$ cat config.mk
export PLATFORM = sky130hd
export DESIGN_NAME = gtx_drp_arbiter
export DESIGN_NICKNAME = d
export VERILOG_FILES = /design/src/rtl/gtx_drp_arbiter.sv
export SDC_FILE = /design/constraint.sdc
export NUM_CORES = 1
export LEC_CHECK = 0
export ABC_AREA = 0
export BUFFER_PORTS_ARGS = -buffer_cell sky130_fd_sc_hd__buf_2
export CORE_UTILIZATION = 38
export CTS_BUF_LIST = sky130_fd_sc_hd__clkbuf_4
export CTS_CLUSTER_SIZE = 14
export DETAILED_ROUTE_END_ITERATION = 10
export PLACE_DENSITY = 0.62
export RECOVER_POWER = 50
export SETUP_SLACK_MARGIN = 0.05
export SLEW_MARGIN = 5
export SYNTH_ARGS = -nofsm -noshare
export SYNTH_HDL_FRONTEND = slang
export SYNTH_SLANG_ARGS = --single-unit
$ cat constraint.sdc
create_clock -name clk_125mhz -period 3.5 [get_ports clk_125mhz]
set_clock_uncertainty 0.2 [all_clocks]
set_input_delay 0.7 -clock clk_125mhz [delete_from_list [all_inputs] [get_ports clk_125mhz]]
set_output_delay 0.7 -clock clk_125mhz [all_outputs]
set_load 0.01 [all_outputs]
$ cat src/rtl/gtx_drp_arbiter.sv
// Two-port DRP arbiter for one BERT GTX lane. Port A is the management
// interface, port B the eye-scan / RX tuning engine. One transaction is in
// flight at a time; contention is resolved round-robin and hung accesses are
// aborted after TIMEOUT_CYCLES without drp_rdy.
//
// state  | meaning
// -------+-------------------------------------------------------------
// IDLE   | no access in flight; grant a pending port if any
// WAIT   | drp_en issued, waiting for drp_rdy or the timeout count
module gtx_drp_arbiter #(
    parameter int TIMEOUT_CYCLES = 1024
) (
    input  logic        clk_125mhz,
    input  logic        rst,
    input  logic        a_en,
    input  logic        a_we,
    input  logic [8:0]  a_addr,
    input  logic [15:0] a_wdata,
    output logic        a_ready,
    output logic        a_done,
    output logic        a_timeout,
    output logic [15:0] a_rdata,
    input  logic        b_en,
    input  logic        b_we,
    input  logic [8:0]  b_addr,
    input  logic [15:0] b_wdata,
    output logic        b_ready,
    output logic        b_done,
    output logic        b_timeout,
    output logic [15:0] b_rdata,
    output logic        drp_en,
    output logic        drp_we,
    output logic [8:0]  drp_addr,
    output logic [15:0] drp_di,
    input  logic [15:0] drp_do,
    input  logic        drp_rdy,
    output logic        busy
);

    localparam int CW = $clog2(TIMEOUT_CYCLES + 1);

    typedef enum logic {S_IDLE, S_WAIT} state_t;

    state_t        state, state_nxt;
    logic [CW-1:0] cnt;
    logic          pend_a, pend_b;
    logic          lat_a_we, lat_b_we;
    logic [8:0]    lat_a_addr, lat_b_addr;
    logic [15:0]   lat_a_wdata, lat_b_wdata;
    logic          grant_b;
    logic          last_grant_b;
    logic          issue, issue_b, fin_ok, fin_to;

    assign a_ready = ~pend_a;
    assign b_ready = ~pend_b;

    // State register, wait counter and round-robin history
    always_ff @(posedge clk_125mhz) begin
        if (rst) begin
            state        <= S_IDLE;
            cnt          <= '0;
            grant_b      <= 1'b0;
            last_grant_b <= 1'b1;
            busy         <= 1'b0;
        end else begin
            state <= state_nxt;
            busy  <= (state_nxt == S_WAIT);
            if (issue) begin
                cnt          <= '0;
                grant_b      <= issue_b;
                last_grant_b <= issue_b;
            end else if (state == S_WAIT) begin
                cnt <= cnt + CW'(1);
            end
        end
    end

    // Next-state decision
    always_comb begin
        state_nxt = state;
        case (state)
            S_IDLE: if (pend_a || pend_b) state_nxt = S_WAIT;
            S_WAIT: if (fin_ok || fin_to) state_nxt = S_IDLE;
            default: state_nxt = S_IDLE;
        endcase
    end

    // Grant selection and completion qualifiers; drp_en high marks the
    // first WAIT cycle, in which drp_rdy is not trusted
    always_comb begin
        issue   = (state == S_IDLE) && (pend_a || pend_b);
        issue_b = pend_b && (!pend_a || !last_grant_b);
        fin_ok  = (state == S_WAIT) && !drp_en && drp_rdy;
        fin_to  = (state == S_WAIT) && !fin_ok && (cnt == CW'(TIMEOUT_CYCLES - 1));
    end

    // Request capture and pending flags per port
    always_ff @(posedge clk_125mhz) begin
        if (rst) begin
            pend_a      <= 1'b0;
            pend_b      <= 1'b0;
            lat_a_we    <= 1'b0;
            lat_a_addr  <= '0;
            lat_a_wdata <= '0;
            lat_b_we    <= 1'b0;
            lat_b_addr  <= '0;
            lat_b_wdata <= '0;
        end else begin
            if (a_en && !pend_a) begin
                pend_a      <= 1'b1;
                lat_a_we    <= a_we;
                lat_a_addr  <= a_addr;
                lat_a_wdata <= a_wdata;
            end else if ((fin_ok || fin_to) && !grant_b) begin
                pend_a <= 1'b0;
            end
            if (b_en && !pend_b) begin
                pend_b      <= 1'b1;
                lat_b_we    <= b_we;
                lat_b_addr  <= b_addr;
                lat_b_wdata <= b_wdata;
            end else if ((fin_ok || fin_to) && grant_b) begin
                pend_b <= 1'b0;
            end
        end
    end

    // DRP strobe and held address/data for the granted request
    always_ff @(posedge clk_125mhz) begin
        if (rst) begin
            drp_en   <= 1'b0;
            drp_we   <= 1'b0;
            drp_addr <= '0;
            drp_di   <= '0;
        end else begin
            drp_en <= issue;
            if (issue) begin
                drp_we   <= issue_b ? lat_b_we    : lat_a_we;
                drp_addr <= issue_b ? lat_b_addr  : lat_a_addr;
                drp_di   <= issue_b ? lat_b_wdata : lat_a_wdata;
            end
        end
    end

    // Completion pulses and read data return
    always_ff @(posedge clk_125mhz) begin
        if (rst) begin
            a_done    <= 1'b0;
            a_timeout <= 1'b0;
            a_rdata   <= '0;
            b_done    <= 1'b0;
            b_timeout <= 1'b0;
            b_rdata   <= '0;
        end else begin
            a_done    <= (fin_ok || fin_to) && !grant_b;
            a_timeout <= fin_to && !grant_b;
            b_done    <= (fin_ok || fin_to) && grant_b;
            b_timeout <= fin_to && grant_b;
            if (fin_ok && !drp_we && !grant_b) a_rdata <= drp_do;
            if (fin_ok && !drp_we && grant_b)  b_rdata <= drp_do;
        end
    end

endmodule

# ---- Yosys cells after proc, flatten, opt, wreduce, memory -nomap -nowiden
# Cells that the tools add are included.
dict set report classes {
  bitwise_logic 3
  reduce_logical 28
  eq_ne 1
  addsub 1
  n_mux 10
}
# cell n
set ops {}
lappend ops {{$mux W16} 1}
lappend ops {{$logic_and A1 B1 Y1} 15}
lappend ops {{$add A11 B1 Y11 const B} 1}
lappend ops {{$eq A11 B10 Y1 const B} 1}
lappend ops {{$mux W9} 1}
lappend ops {{$logic_not A1 Y1} 7}
lappend ops {{$mux W1} 7}
lappend ops {{$reduce_bool A2 Y1} 2}
lappend ops {{$logic_or A1 B1 Y1} 3}
lappend ops {{$not A1 Y1} 3}
lappend ops {{$pmux W1 S2} 1}
lappend ops {{$reduce_or A2 Y1} 1}
dict set report word_totals {
  inputBits 73
  word_cells 65
  register_bits 131
}

# ---- Depth between registers and ports, before layout
dict set report depth {
  depth_word 10
  depth_mapped 6
  ltp_nobuf 4
}

# ---- Worst setup path before layout
# Ideal clock, no wire load.
dict set report synth_path {
  kind {register -> register}
  start {reg cnt[0]}
  end {reg pend_a}
  slack_ns 1.588
  path_stages_with_launch 6
  n_path_buf 1
  setup_time_ns 0.116
  t_arrival_ns 1.595
  cell_sequence {dfxtp_1 -> ha_1 -> nand4_1 -> or4_1 -> buf_2 -> a41o_1}
}
dict set report synth_between {
  elab_chain_len 5
}
# item line
set synth_rtl {}
lappend synth_rtl {{start: declaration} 45} ;# logic [CW-1:0] cnt;
lappend synth_rtl {{start signal: assignment} 73} ;# cnt <= cnt + CW'(1);
lappend synth_rtl {{$eq A11 B10 Y1} 94} ;# fin_to = (state == S_WAIT) && !fin_ok && (cnt == CW'(TIMEOUT_CYCLES - 1));
lappend synth_rtl {{$logic_and A1 B1 Y1} 94}
lappend synth_rtl {{$logic_or A1 B1 Y1} 114} ;# end else if ((fin_ok || fin_to) && !grant_b) begin
lappend synth_rtl {{$logic_and A1 B1 Y1} 114}
lappend synth_rtl {{$reduce_bool A2 Y1 (no line)} n/a}
lappend synth_rtl {{end signal: assignment} 100} ;# pend_a <= 1'b0;
lappend synth_rtl {{end signal: assignment} 110} ;# pend_a <= 1'b1;
lappend synth_rtl {{end signal: assignment} 115} ;# pend_a <= 1'b0;
lappend synth_rtl {{end: declaration} 46} ;# logic pend_a, pend_b;
# No other way between the ends.
# A chain may end at the register's enable or synchronous reset.

# ---- Final worst setup path
dict set report layout_path {
  start {reg state}
  end {reg pend_a}
}
dict set report layout_between {
  elab_chain_len 8
}
# item line
set layout_rtl {}
lappend layout_rtl {{start: declaration} 44} ;# state_t state, state_nxt;
lappend layout_rtl {{start signal: assignment} 66} ;# state <= state_nxt;
lappend layout_rtl {{$logic_and A1 B1 Y1 (2 in series)} 93} ;# fin_ok = (state == S_WAIT) && !drp_en && drp_rdy;
lappend layout_rtl {{$logic_not A1 Y1} 94}
lappend layout_rtl {{$logic_and A1 B1 Y1 (2 in series)} 94}
lappend layout_rtl {{$logic_or A1 B1 Y1 (*)} 114}
lappend layout_rtl {{$logic_and A1 B1 Y1 (*)} 114}
lappend layout_rtl {{$reduce_bool A2 Y1 (no line) (*)} n/a}
# Mark *: on every way between the ends. The rest lies on a longest branch, timed or not.

==> qor.yml <==
fin_area_mm2: 0.00599
boundaryPins: 139
area_growth_pct: 21.1
cp-end-kind: "flip-flop"
fin_crit_sh_pct: 66.6
rsz0062_at_grt: "no"
die_area_mm2: 0.0135
combPwrFrac_pct: 21.4
crit_start: "state"
hold_buffers: 0
swShare_pct: 31.4
syn_area_mm2: 0.00494
postCtsSetupRepairBufs: 0
clk_transition_reported_paths_ns: 0.11
synth.avg_cell_area_um2: 9.22
port_buffers: 138
cts_buffer_depth: 2
drc: 0
postLayoutCoreUtil_pct: 47.2
grt_max_degree: 58
leakagePower_nw: 2.52
ctsResizeCount: 0
drive_above_1_share_pct: 22.2
power.density_mw_per_mm2: 595
finalMaxSlewViolations: 0
antenna_found_initial: 0
die_w_um: 116
gr-usage-met2_pct: 30.7
fin_setup_tns_ns: 0
hold_violations: 0
post-route-min-period_ns: 2.33
r2r_start: "state"
setup-violations-final: 0
n_antenna_cell: 0
crit_type: "flip-flop to flip-flop"
clkPwrFrac_pct: 29.1
start_util_pct: 39.0
cp-start-kind: "flip-flop"
hpwl_um: 7980
hold_slack_ns: 0.181
crit_path_end: "pend_a"
slew_headroom_pct: 13.2
ys_ff_latch: 131
synth-async-reset-ratio_pct: 0
wl_um: 12000
grt_pass1_vias: 3946
yosys_warnings: 0
core_area_mm2: 0.0127
gp_congestion: 0.731
htreeDepth: 4
seqPwrFrac_pct: 49.5
r2r_setup_slack_ns: 1.17
clk_latency_ns: 0.55
arrival_ns: 2.58
r2r_end: "pend_a"
cts.sinks: 131
p_sw_mw: 1.12
finalNetCount: 736
synth_nets: 610
firstDrtPassIters: 4
cts_buffers: 17
rows: 41
syn_inst: 536
layout_common_cells: "nand2_1 (160), dfxtp_1 (131), buf_2 (107)"
max_freq_mhz: 429
synth_edf_count: 0
wire_per_inst_um: 14.2
synth_seq_area_share_pct: 53.1
status: "completed"
use_met1_pct: 22.8
ys.flop_type: "dfxtp_1"
vias: 4065
cell_internal_pwr_mw: 2.44
synth.distinct_cells: 37
die_h_um: 116
critical_path_required_ns: 3.75
grt_pass1_wl_um: 19000
drtAntennaViolNets: 0
viasPerCell: 4.80
worstMarginPinSlew_ns: 1.30
vdd_drop_max_v: 0.000241
cap_violations: 0
grt_usage_pct: 18.7
clock-root-buffer: "clkbuf_4"
cp_max_fo: 12
met3_usage_pct: 5.18
final_common_cell: "nand2_1"
grt.overflow.total: 0
drt_iter0_drc: 215
reg2reg_depth: 3
cts_tree: "built"
hold_path.class: "input pin to flip-flop"
grt.busiest_layer: "met2"
place_area_mm2: 0.00575
## cell usage after synthesis (all sizes together), types with 2 or more instances
cell       n  area share (%)
nand2b     5            0.63
nand2    160              12
o21ai      2            0.20
a21oi     59             6.0
nor2       6            0.46
o31ai      3            0.46
nand3b     2            0.56
a41o       3            0.61
buf       18             1.9
o2bb2ai   26             4.6
nor3       3            0.53
inv        9            0.68
a211oi     2            0.51
mux2i     60              12
nand3      2            0.20
nor2b      2            0.25
or3        3            0.38
clkbuf    22             1.8
dfxtp    131              53
nand4      3            0.38
xnor2      3            0.53
or4        4            0.61
## power by group through the flow
stage / Sequential [mW] / Combinational, mW / Clock (mW)
after detailed placement: 1.80 / 0.783 / 0
after CTS: 1.76 / 0.786 / 1.07
final: 1.76 / 0.762 / 1.04
after global routing: 1.78 / 0.840 / 1.14
after floorplan: 1.78 / 0.529 / 0
after global placement: 1.79 / 0.767 / 0
## layout make-up
class	instances	area, um^2
Tap cell	172	215
Clock inverter	13	141
Sequential cell	131	2620
Timing Repair Buffer	147	712
Inverter	9	33.8
Clock buffer	19	143
Fill cell	1257	6690
Multi-Input combinational cell	356	2120
## stage by stage
stage | power, mW | setup slack [ns] | cells
after floorplan | 2.31 | 1.59 | 536
after global placement | 2.56 | 1.20 | 815
after detailed placement | 2.58 | 1.14 | 815
after CTS | 3.61 | 1.18 | 847
after global routing | 3.76 | 0.932 | 847
final | 3.56 | 1.17 | 847
## how the worst min path moves through the flow
| stage | from | end | slack, ns | depth (start not counted) |
|---|---|---|---|---|
| 2_1_floorplan | lat_a_addr[0] | lat_a_addr[0] | 0.24 | 2 |
| 3_3_place_gp | a_rdata[8] | a_rdata[8] | 0.24 | 2 |
| 3_5_place_dp | lat_a_wdata[15] | lat_a_wdata[15] | 0.25 | 2 |
| 4_1_cts | b_wdata[4] | lat_b_wdata[4] | 0.14 | 3 |
| 5_1_grt | b_addr[5] | lat_b_addr[5] | 0.13 | 3 |
| 6_report | b_wdata[4] | lat_b_wdata[4] | 0.18 | 3 |
## logic make-up (layout without fill, tap and decap cells)
| logic type | count (synthesis) | in the layout | synth area share [%] |
|---|---|---|---|
| compound gates | 99 | 99 | 13.0 |
| xor+xnor | 4 | 4 | 0.709 |
| fa+ha+maj | 1 | 1 | 0.253 |
| buf+inv | 49 | 188 | 4.38 |
| flops | 131 | 131 | 53.1 |
| mux | 60 | 60 | 12.2 |
| simple gates | 192 | 192 | 16.4 |
## layer usage
layer / wire, um / share of wire, %
met1: 5610 / 47
met2: 5640 / 47
met3: 611 / 5.1
met4: 178 / 1.5
met5: 0 / 0
## flip-flops by register name, summed over array words and instances, names as in the netlist
name	count
a_done	1
a_rdata	16
a_timeout	1
b_done	1
b_rdata	16
b_timeout	1
cnt	11
drp_addr	9
drp_di	16
drp_en	1
drp_we	1
grant_b	1
last_grant_b	1
lat_a_addr	9
lat_a_wdata	16
lat_a_we	1
lat_b_addr	9
lat_b_wdata	16
lat_b_we	1
pend_a	1
pend_b	1
state	1
## critical path, stage by stage (launching register included)
cell and delay [ns]:
dfxtp_1 0.62, nand4_1 0.38, or4_1 0.73, a41o_1 0.30
No activity file was read; power rests on OpenSTA's default activity.
